--- config.mk ---
export PLATFORM = sky130hd
export DESIGN_NAME = stack_ctrl_flat
export DESIGN_NICKNAME = d
export VERILOG_FILES = /design/src/rtl/stack_pkg.sv /design/src/rtl/stack_ctrl_if.sv /design/src/rtl/stack_ram.sv /design/src/rtl/stack_ctrl.sv /design/src/flat_wrapper.sv
export SDC_FILE = /design/constraint.sdc
export NUM_CORES = 1
export LEC_CHECK = 0
export ABC_CLOCK_PERIOD_IN_PS = 4200
export CAP_MARGIN = 20
export CORE_ASPECT_RATIO = 0.5
export CORE_UTILIZATION = 60
export CTS_CLUSTER_SIZE = 20
export DETAILED_ROUTE_END_ITERATION = 10
export GPL_TIMING_DRIVEN = 0
export PLACE_DENSITY = 0.79
export RECOVER_POWER = 50
export SYNTH_ARGS = -nofsm -noshare
export SYNTH_HDL_FRONTEND = slang
export SYNTH_SLANG_ARGS = --single-unit
--- constraint.sdc ---
create_clock -name clk -period 4.2 [get_ports clk]
set_input_delay 1.05 -clock clk [delete_from_list [all_inputs] [get_ports clk]]
set_output_delay 1.05 -clock clk [all_outputs]
set_load 0.02 [all_outputs]
--- src/rtl/stack_pkg.sv ---
// Shared definitions for the LIFO stack: op encoding of {push, pop} and depth helper.
package stack_pkg;

    localparam logic [1:0] OP_IDLE    = 2'b00;
    localparam logic [1:0] OP_POP     = 2'b01;
    localparam logic [1:0] OP_PUSH    = 2'b10;
    localparam logic [1:0] OP_REPLACE = 2'b11;

    function automatic int unsigned depth(input int unsigned size);
        return 32'd1 << size;
    endfunction

endpackage

--- src/rtl/stack_ctrl_if.sv ---
// Control/status bundle between a datapath core (master) and the stack (slave).
interface stack_ctrl_if #(
    parameter int unsigned WIDTH = 18,
    parameter int unsigned SIZE  = 4
);
    logic             push;
    logic             pop;
    logic [WIDTH-1:0] data_in;
    logic [WIDTH-1:0] data_out;
    logic [SIZE:0]    count;
    logic             full;
    logic             empty;
    logic             overflow;
    logic             underflow;

    modport master (
        output push, pop, data_in,
        input  data_out, count, full, empty, overflow, underflow
    );

    modport slave (
        input  push, pop, data_in,
        output data_out, count, full, empty, overflow, underflow
    );
endinterface

--- src/rtl/stack_ram.sv ---
// Stack storage: one synchronous write port, asynchronous reads of top and top-1.
module stack_ram
    import stack_pkg::*;
#(
    parameter int unsigned WIDTH = 18,
    parameter int unsigned SIZE  = 4
) (
    input  logic             clk,
    input  logic             we,
    input  logic [SIZE-1:0]  waddr,
    input  logic [WIDTH-1:0] wdata,
    input  logic [SIZE-1:0]  raddr_top,
    input  logic [SIZE-1:0]  raddr_below,
    output logic [WIDTH-1:0] rdata_top,
    output logic [WIDTH-1:0] rdata_below
);
    localparam int unsigned Depth = depth(SIZE);

    logic [WIDTH-1:0] mem [Depth];

    always_ff @(posedge clk) begin
        if (we) begin
            mem[waddr] <= wdata;
        end
    end

    assign rdata_top   = mem[raddr_top];
    assign rdata_below = mem[raddr_below];
endmodule

--- src/rtl/stack_ctrl.sv ---
// LIFO stack controller: op decode, occupancy count, registered top-of-stack and flags.
// Define STACK_ERR_EN to generate the overflow/underflow pulses; otherwise they are tied low.
module stack_ctrl
    import stack_pkg::*;
#(
    parameter int unsigned WIDTH = 18,
    parameter int unsigned SIZE  = 4
) (
    input logic         clk,
    input logic         reset,
    stack_ctrl_if.slave bus
);
    localparam int unsigned Depth  = depth(SIZE);
    localparam int unsigned CountW = SIZE + 1;

    logic [1:0]        op;
    logic [SIZE:0]     count_q, count_d;
    logic [WIDTH-1:0]  dout_q, dout_d;
    logic              full, empty;
    logic              we;
    logic [SIZE-1:0]   waddr;
    logic [SIZE-1:0]   top_addr, below_addr;
    logic [WIDTH-1:0]  rd_top, rd_below;

    assign op    = {bus.push, bus.pop};
    assign full  = (count_q == CountW'(Depth));
    assign empty = (count_q == '0);

    // Low SIZE bits wrap correctly for the top index even when count == Depth.
    assign top_addr   = count_q[SIZE-1:0] - SIZE'(1);
    assign below_addr = count_q[SIZE-1:0] - SIZE'(2);

    stack_ram #(
        .WIDTH (WIDTH),
        .SIZE  (SIZE)
    ) u_ram (
        .clk         (clk),
        .we          (we),
        .waddr       (waddr),
        .wdata       (bus.data_in),
        .raddr_top   (top_addr),
        .raddr_below (below_addr),
        .rdata_top   (rd_top),
        .rdata_below (rd_below)
    );

    always_comb begin
        count_d = count_q;
        dout_d  = dout_q;
        we      = 1'b0;
        waddr   = count_q[SIZE-1:0];
        unique case (op)
            OP_PUSH: begin
                if (!full) begin
                    we      = 1'b1;
                    count_d = count_q + 1'b1;
                    dout_d  = bus.data_in;
                end
            end
            OP_POP: begin
                if (!empty) begin
                    count_d = count_q - 1'b1;
                    dout_d  = (count_q == CountW'(1)) ? '0 : rd_below;
                end
            end
            OP_REPLACE: begin
                we     = 1'b1;
                dout_d = bus.data_in;
                if (empty) begin
                    count_d = CountW'(1);
                end else begin
                    waddr = top_addr;
                end
            end
            default: ;
        endcase
    end

    always_ff @(posedge clk) begin
        if (reset) begin
            count_q <= '0;
            dout_q  <= '0;
        end else begin
            count_q <= count_d;
            dout_q  <= dout_d;
        end
    end

`ifdef STACK_ERR_EN
    logic push_rej, pop_rej;
    logic ovf_q, unf_q;

    assign push_rej = (op == OP_PUSH) && full;
    assign pop_rej  = (op == OP_POP) && empty;

    always_ff @(posedge clk) begin
        if (reset) begin
            ovf_q <= 1'b0;
            unf_q <= 1'b0;
        end else begin
            ovf_q <= push_rej;
            unf_q <= pop_rej;
        end
    end

    assign bus.overflow  = ovf_q;
    assign bus.underflow = unf_q;
`else
    assign bus.overflow  = 1'b0;
    assign bus.underflow = 1'b0;
`endif

    assign bus.data_out = dout_q;
    assign bus.count    = count_q;
    assign bus.full     = full;
    assign bus.empty    = empty;

    // The registered top must always mirror the live top entry in storage.
    top_matches_ram : assert property (@(posedge clk) disable iff (reset)
        !empty |-> (dout_q == rd_top));
endmodule

--- src/flat_wrapper.sv ---
// flat-port wrapper written by rule: the top's interface ports become plain ports
module stack_ctrl_flat import stack_pkg::*;
#(
    parameter int unsigned WIDTH = 18,
    parameter int unsigned SIZE  = 4
)
  (clk, reset, bus_push, bus_pop, bus_data_in, bus_data_out, bus_count, bus_full, bus_empty, bus_overflow, bus_underflow);
  stack_ctrl_if #(.WIDTH(WIDTH), .SIZE(SIZE)) bus_i ();
  input logic clk;
  input logic reset;
  input wire logic [$bits(bus_i.push)-1:0] bus_push;
  input wire logic [$bits(bus_i.pop)-1:0] bus_pop;
  input wire logic [$bits(bus_i.data_in)-1:0] bus_data_in;
  output wire logic [$bits(bus_i.data_out)-1:0] bus_data_out;
  output wire logic [$bits(bus_i.count)-1:0] bus_count;
  output wire logic [$bits(bus_i.full)-1:0] bus_full;
  output wire logic [$bits(bus_i.empty)-1:0] bus_empty;
  output wire logic [$bits(bus_i.overflow)-1:0] bus_overflow;
  output wire logic [$bits(bus_i.underflow)-1:0] bus_underflow;
  assign bus_i.push = bus_push;
  assign bus_i.pop = bus_pop;
  assign bus_i.data_in = bus_data_in;
  assign bus_data_out = bus_i.data_out;
  assign bus_count = bus_i.count;
  assign bus_full = bus_i.full;
  assign bus_empty = bus_i.empty;
  assign bus_overflow = bus_i.overflow;
  assign bus_underflow = bus_i.underflow;
  stack_ctrl #(.WIDTH(WIDTH), .SIZE(SIZE)) u_core (.clk(clk), .reset(reset), .bus(bus_i));
endmodule
==> results.toml <==
[clock_network]
clk_pin_slew_ps = 70
clk_latency_ps = 530
cts_buffers = 26
cts_hold_buf = 0
cts_tree = "yes"
htree_levels = 1
clk_path_buf_depth = 3
root_buffer = "clkbuf_16"
clkSinkCount = 311

[critical_path]
required_ps = 3150
worstSetupStartpointType = "flop"
cp.depth = 6
critPathMaxStageDelay_ps = 710
startpoint = "u_core.bus.count[1]"
r2r-start = "u_core.bus.count[1]"
cpMaxStageDelayCell = "clkdlybuf4s50_1"
end_kind = "output pin"
r2r_cells = 11
crit_fanout = 14
critical-path-top-delay-family = "buffers and inverters"
cp.buffers_inverters = 4
worstSetupPathType = "reg2out"
cp.arrival_ps = 2990
crit_chain = "buf_2, inv_1, buf_6, ha_1, nor4b_1, clkdlybuf4s50_1"

[timing]
slew_headroom = 0.331
fin_crit_sh = 0.961
worst_slew_pin_slew_ps = 998
rsz0062_at_grt = "false"
period_needed_ps = 4040
finalSetupTns_ps = 0
fmax_mhz = 248
hold_viol_final = 0
setup_viol = 0
drv_slew = 0
skew_ps = 12.4

[route]
dr.pass1.iters = 5
ant_nets = 0
drtIter0Drc = 1077
wl_per_cell_um = 28.3
drt-total-wl_mm = 31.2
via_count = 7397
via_per_inst = 6.70
drc = 0

[final_layout]
layout.nets = 841
drive_above_1_share = 0.217
fin_util = 0.711
nFillCells = 1238
antenna_cells = 0
syn2layout_area_growth_pct = 15.7

[power_and_ir_drop]
leakagePower_nw = 4.74
ir_worst_vdd_mv = 0.397
power_density_mw_per_mm2 = 652
finalPower_mw = 9.54

[logic_synthesis]
yosysUniqueCellTypes = 55
synth_edf_count = 288
yosys_most_used_dff = "edfxtp_1"
syn_inst = 715
ys_ff_latch = 311
avgSynthCellArea_sq_um = 17.7
synth_area_sq_mm = 0.0127
yosysWarnings = 0
seq_area_frac_synth = 0.720
async_flop_share = 0

[place]
gp_congestion = 0.853
dp_hpwl_mm = 20.4
numPortBuffers = 45

[floorplanning]
ios = 49
fp-row-count = 37
die_area_sq_mm = 0.0217
core-area_sq_mm = 0.0206
die_w_um = 207
start_util = 0.614
die_y_um = 105

[run_status]
outcome = "completed"

[run]
maxCapViolCount = 0

[global_routing]
grt-ovfl-total = 0
grt_pass1_vias = 7483
grt_max_degree = 19
grt_pass1_wl_mm = 46.5
grtUsageTotal = 0.296
antenna_found_initial = 0

[hold_path]
holdCritStartpoint = "u_core.bus.data_out[0]"
holdPathStages = 2
hp-class = "reg2reg"
-- sequential cells by signal, indices dropped and copies added, names as in the netlist --
register and count:
u_core.bus.count 5, u_core.bus.data_out 18, u_core.u_ram.mem 288
-- where the power goes --
part           internal (mW)  switching (mW)  total, mW
sequential              3.73           0.111       3.84
clock                   1.28            1.06       2.35
combinational           1.33            2.02       3.35
-- tightest hold or removal path, stage by stage (launching register included) --
cell,delay [ps]
dfxtp_1,310
nor2_1,90
a211oi_1,50
-- final timing paths --
| check | slack [ps] | to |
|---|---|---|
| max | 160 | bus_empty |
| min | 500 | u_core.bus.data_out[0] |
| max reg2reg | 300 | u_core.u_ram.mem[0][13] |
| min reg2reg | 500 | u_core.bus.data_out[0] |
-- layout by cell type (no fill, tap or decap), types with 4 or more instances in the layout --
cell type | netlist | routed
nand3_1 | 19 | 19
clkdlybuf4s50_1 | 0 | 5
buf_2 | 16 | 16
dlygate4sd3_1 | 0 | 40
buf_8 | 0 | 6
a21oi_1 | 24 | 24
edfxtp_1 | 288 | 288
a31oi_1 | 18 | 18
clkinv_2 | 0 | 6
mux2i_1 | 70 | 70
buf_4 | 8 | 8
inv_1 | 6 | 6
mux2_2 | 19 | 19
ha_1 | 7 | 7
nor2_2 | 1 | 7
nor3_1 | 13 | 5
clkbuf_8 | 0 | 6
nand2_1 | 24 | 24
a31oi_2 | 4 | 4
mux4_2 | 38 | 38
o21bai_1 | 17 | 17
nor3_2 | 1 | 9
dfxtp_1 | 23 | 23
xnor2_1 | 7 | 7
clkbuf_16 | 0 | 27
a22oi_1 | 34 | 34
nor2_1 | 13 | 5
clkbuf_1 | 18 | 23
buf_6 | 5 | 20
-- synth_stat cells, types with 2 or more instances --
| cell | instances | area share |
|---|---|---|
| a21bo_2 | 2 | 0.0016 |
| a21oi_1 | 24 | 0.0095 |
| a221oi_1 | 2 | 0.0014 |
| a22oi_1 | 34 | 0.020 |
| a31oi_1 | 18 | 0.0089 |
| a31oi_2 | 4 | 0.0040 |
| buf_2 | 16 | 0.0063 |
| buf_4 | 8 | 0.0047 |
| buf_6 | 5 | 0.0045 |
| clkbuf_1 | 18 | 0.0053 |
| dfxtp_1 | 23 | 0.036 |
| edfxtp_1 | 288 | 0.68 |
| ha_1 | 7 | 0.0069 |
| inv_1 | 6 | 0.0018 |
| mux2_2 | 19 | 0.017 |
| mux2i_1 | 70 | 0.055 |
| mux4_2 | 38 | 0.068 |
| nand2_1 | 24 | 0.0071 |
| nand3_1 | 19 | 0.0075 |
| nor2_1 | 13 | 0.0039 |
| nor2b_1 | 2 | 0.00099 |
| nor3_1 | 13 | 0.0051 |
| nor3b_2 | 2 | 0.0020 |
| nor4_1 | 3 | 0.0015 |
| nor4b_1 | 2 | 0.0014 |
| o21ai_0 | 2 | 0.00079 |
| o21bai_1 | 17 | 0.010 |
| o22ai_1 | 3 | 0.0015 |
| xnor2_1 | 7 | 0.0048 |
-- per-layer routing --
layer,share of wire,track usage,up-vias
met5,0,0.00920,-
met1,0.40,0.432,3701
met4,0.034,0.102,0
li1,-,-,3082
met2,0.43,0.432,539
met3,0.13,0.0851,75
-- through the flow --
stage / hold WS (ps) / cell area [sq um] / cells / worst slack, ps
after floorplan: 564 / 12700 / 716 / 340
after global placement: 489 / 13400 / 1034 / -1900
after detailed placement: 497 / 13800 / 1055 / -31.7
after CTS: 506 / 14600 / 1102 / 82.8
after global routing: 553 / 14600 / 1104 / 21.5
final: 496 / 14600 / 1104 / 164
-- timing repair --
action	4_1_cts	5_1_grt
gates resized for setup	0	1
endpoints found under the setup margin	0	2
setup buffers	0	1
-- cell families (layout without fill, tap and decap cells) --
| group | after synthesis | after routing | synth area share |
|---|---|---|---|
| DFF | 311 | 311 | 0.720 |
| other | 1 | 2 | 0.000296 |
| muxes | 127 | 127 | 0.140 |
| adders and majority gates | 7 | 7 | 0.00692 |
| xor gates and xnor gates | 7 | 7 | 0.00485 |
| and+or+nand+nor | 87 | 87 | 0.0365 |
| buffers and inverters | 54 | 169 | 0.0229 |
| AOI/OAI and AO/OA | 121 | 121 | 0.0685 |
-- layout make-up --
type | instances | area (sq um) | share of cell area
well taps | 273 | 342 | 0.0233
multi-input cells | 351 | 3310 | 0.226
repair buffers | 68 | 761 | 0.0520
clock inverters | 9 | 46.3 | 0.00316
flip-flops and latches | 311 | 9110 | 0.622
inverters | 7 | 26.3 | 0.00179
plain buffers | 47 | 268 | 0.0183
clock buffers | 38 | 777 | 0.0531
(Power assumes the default switching activity.)
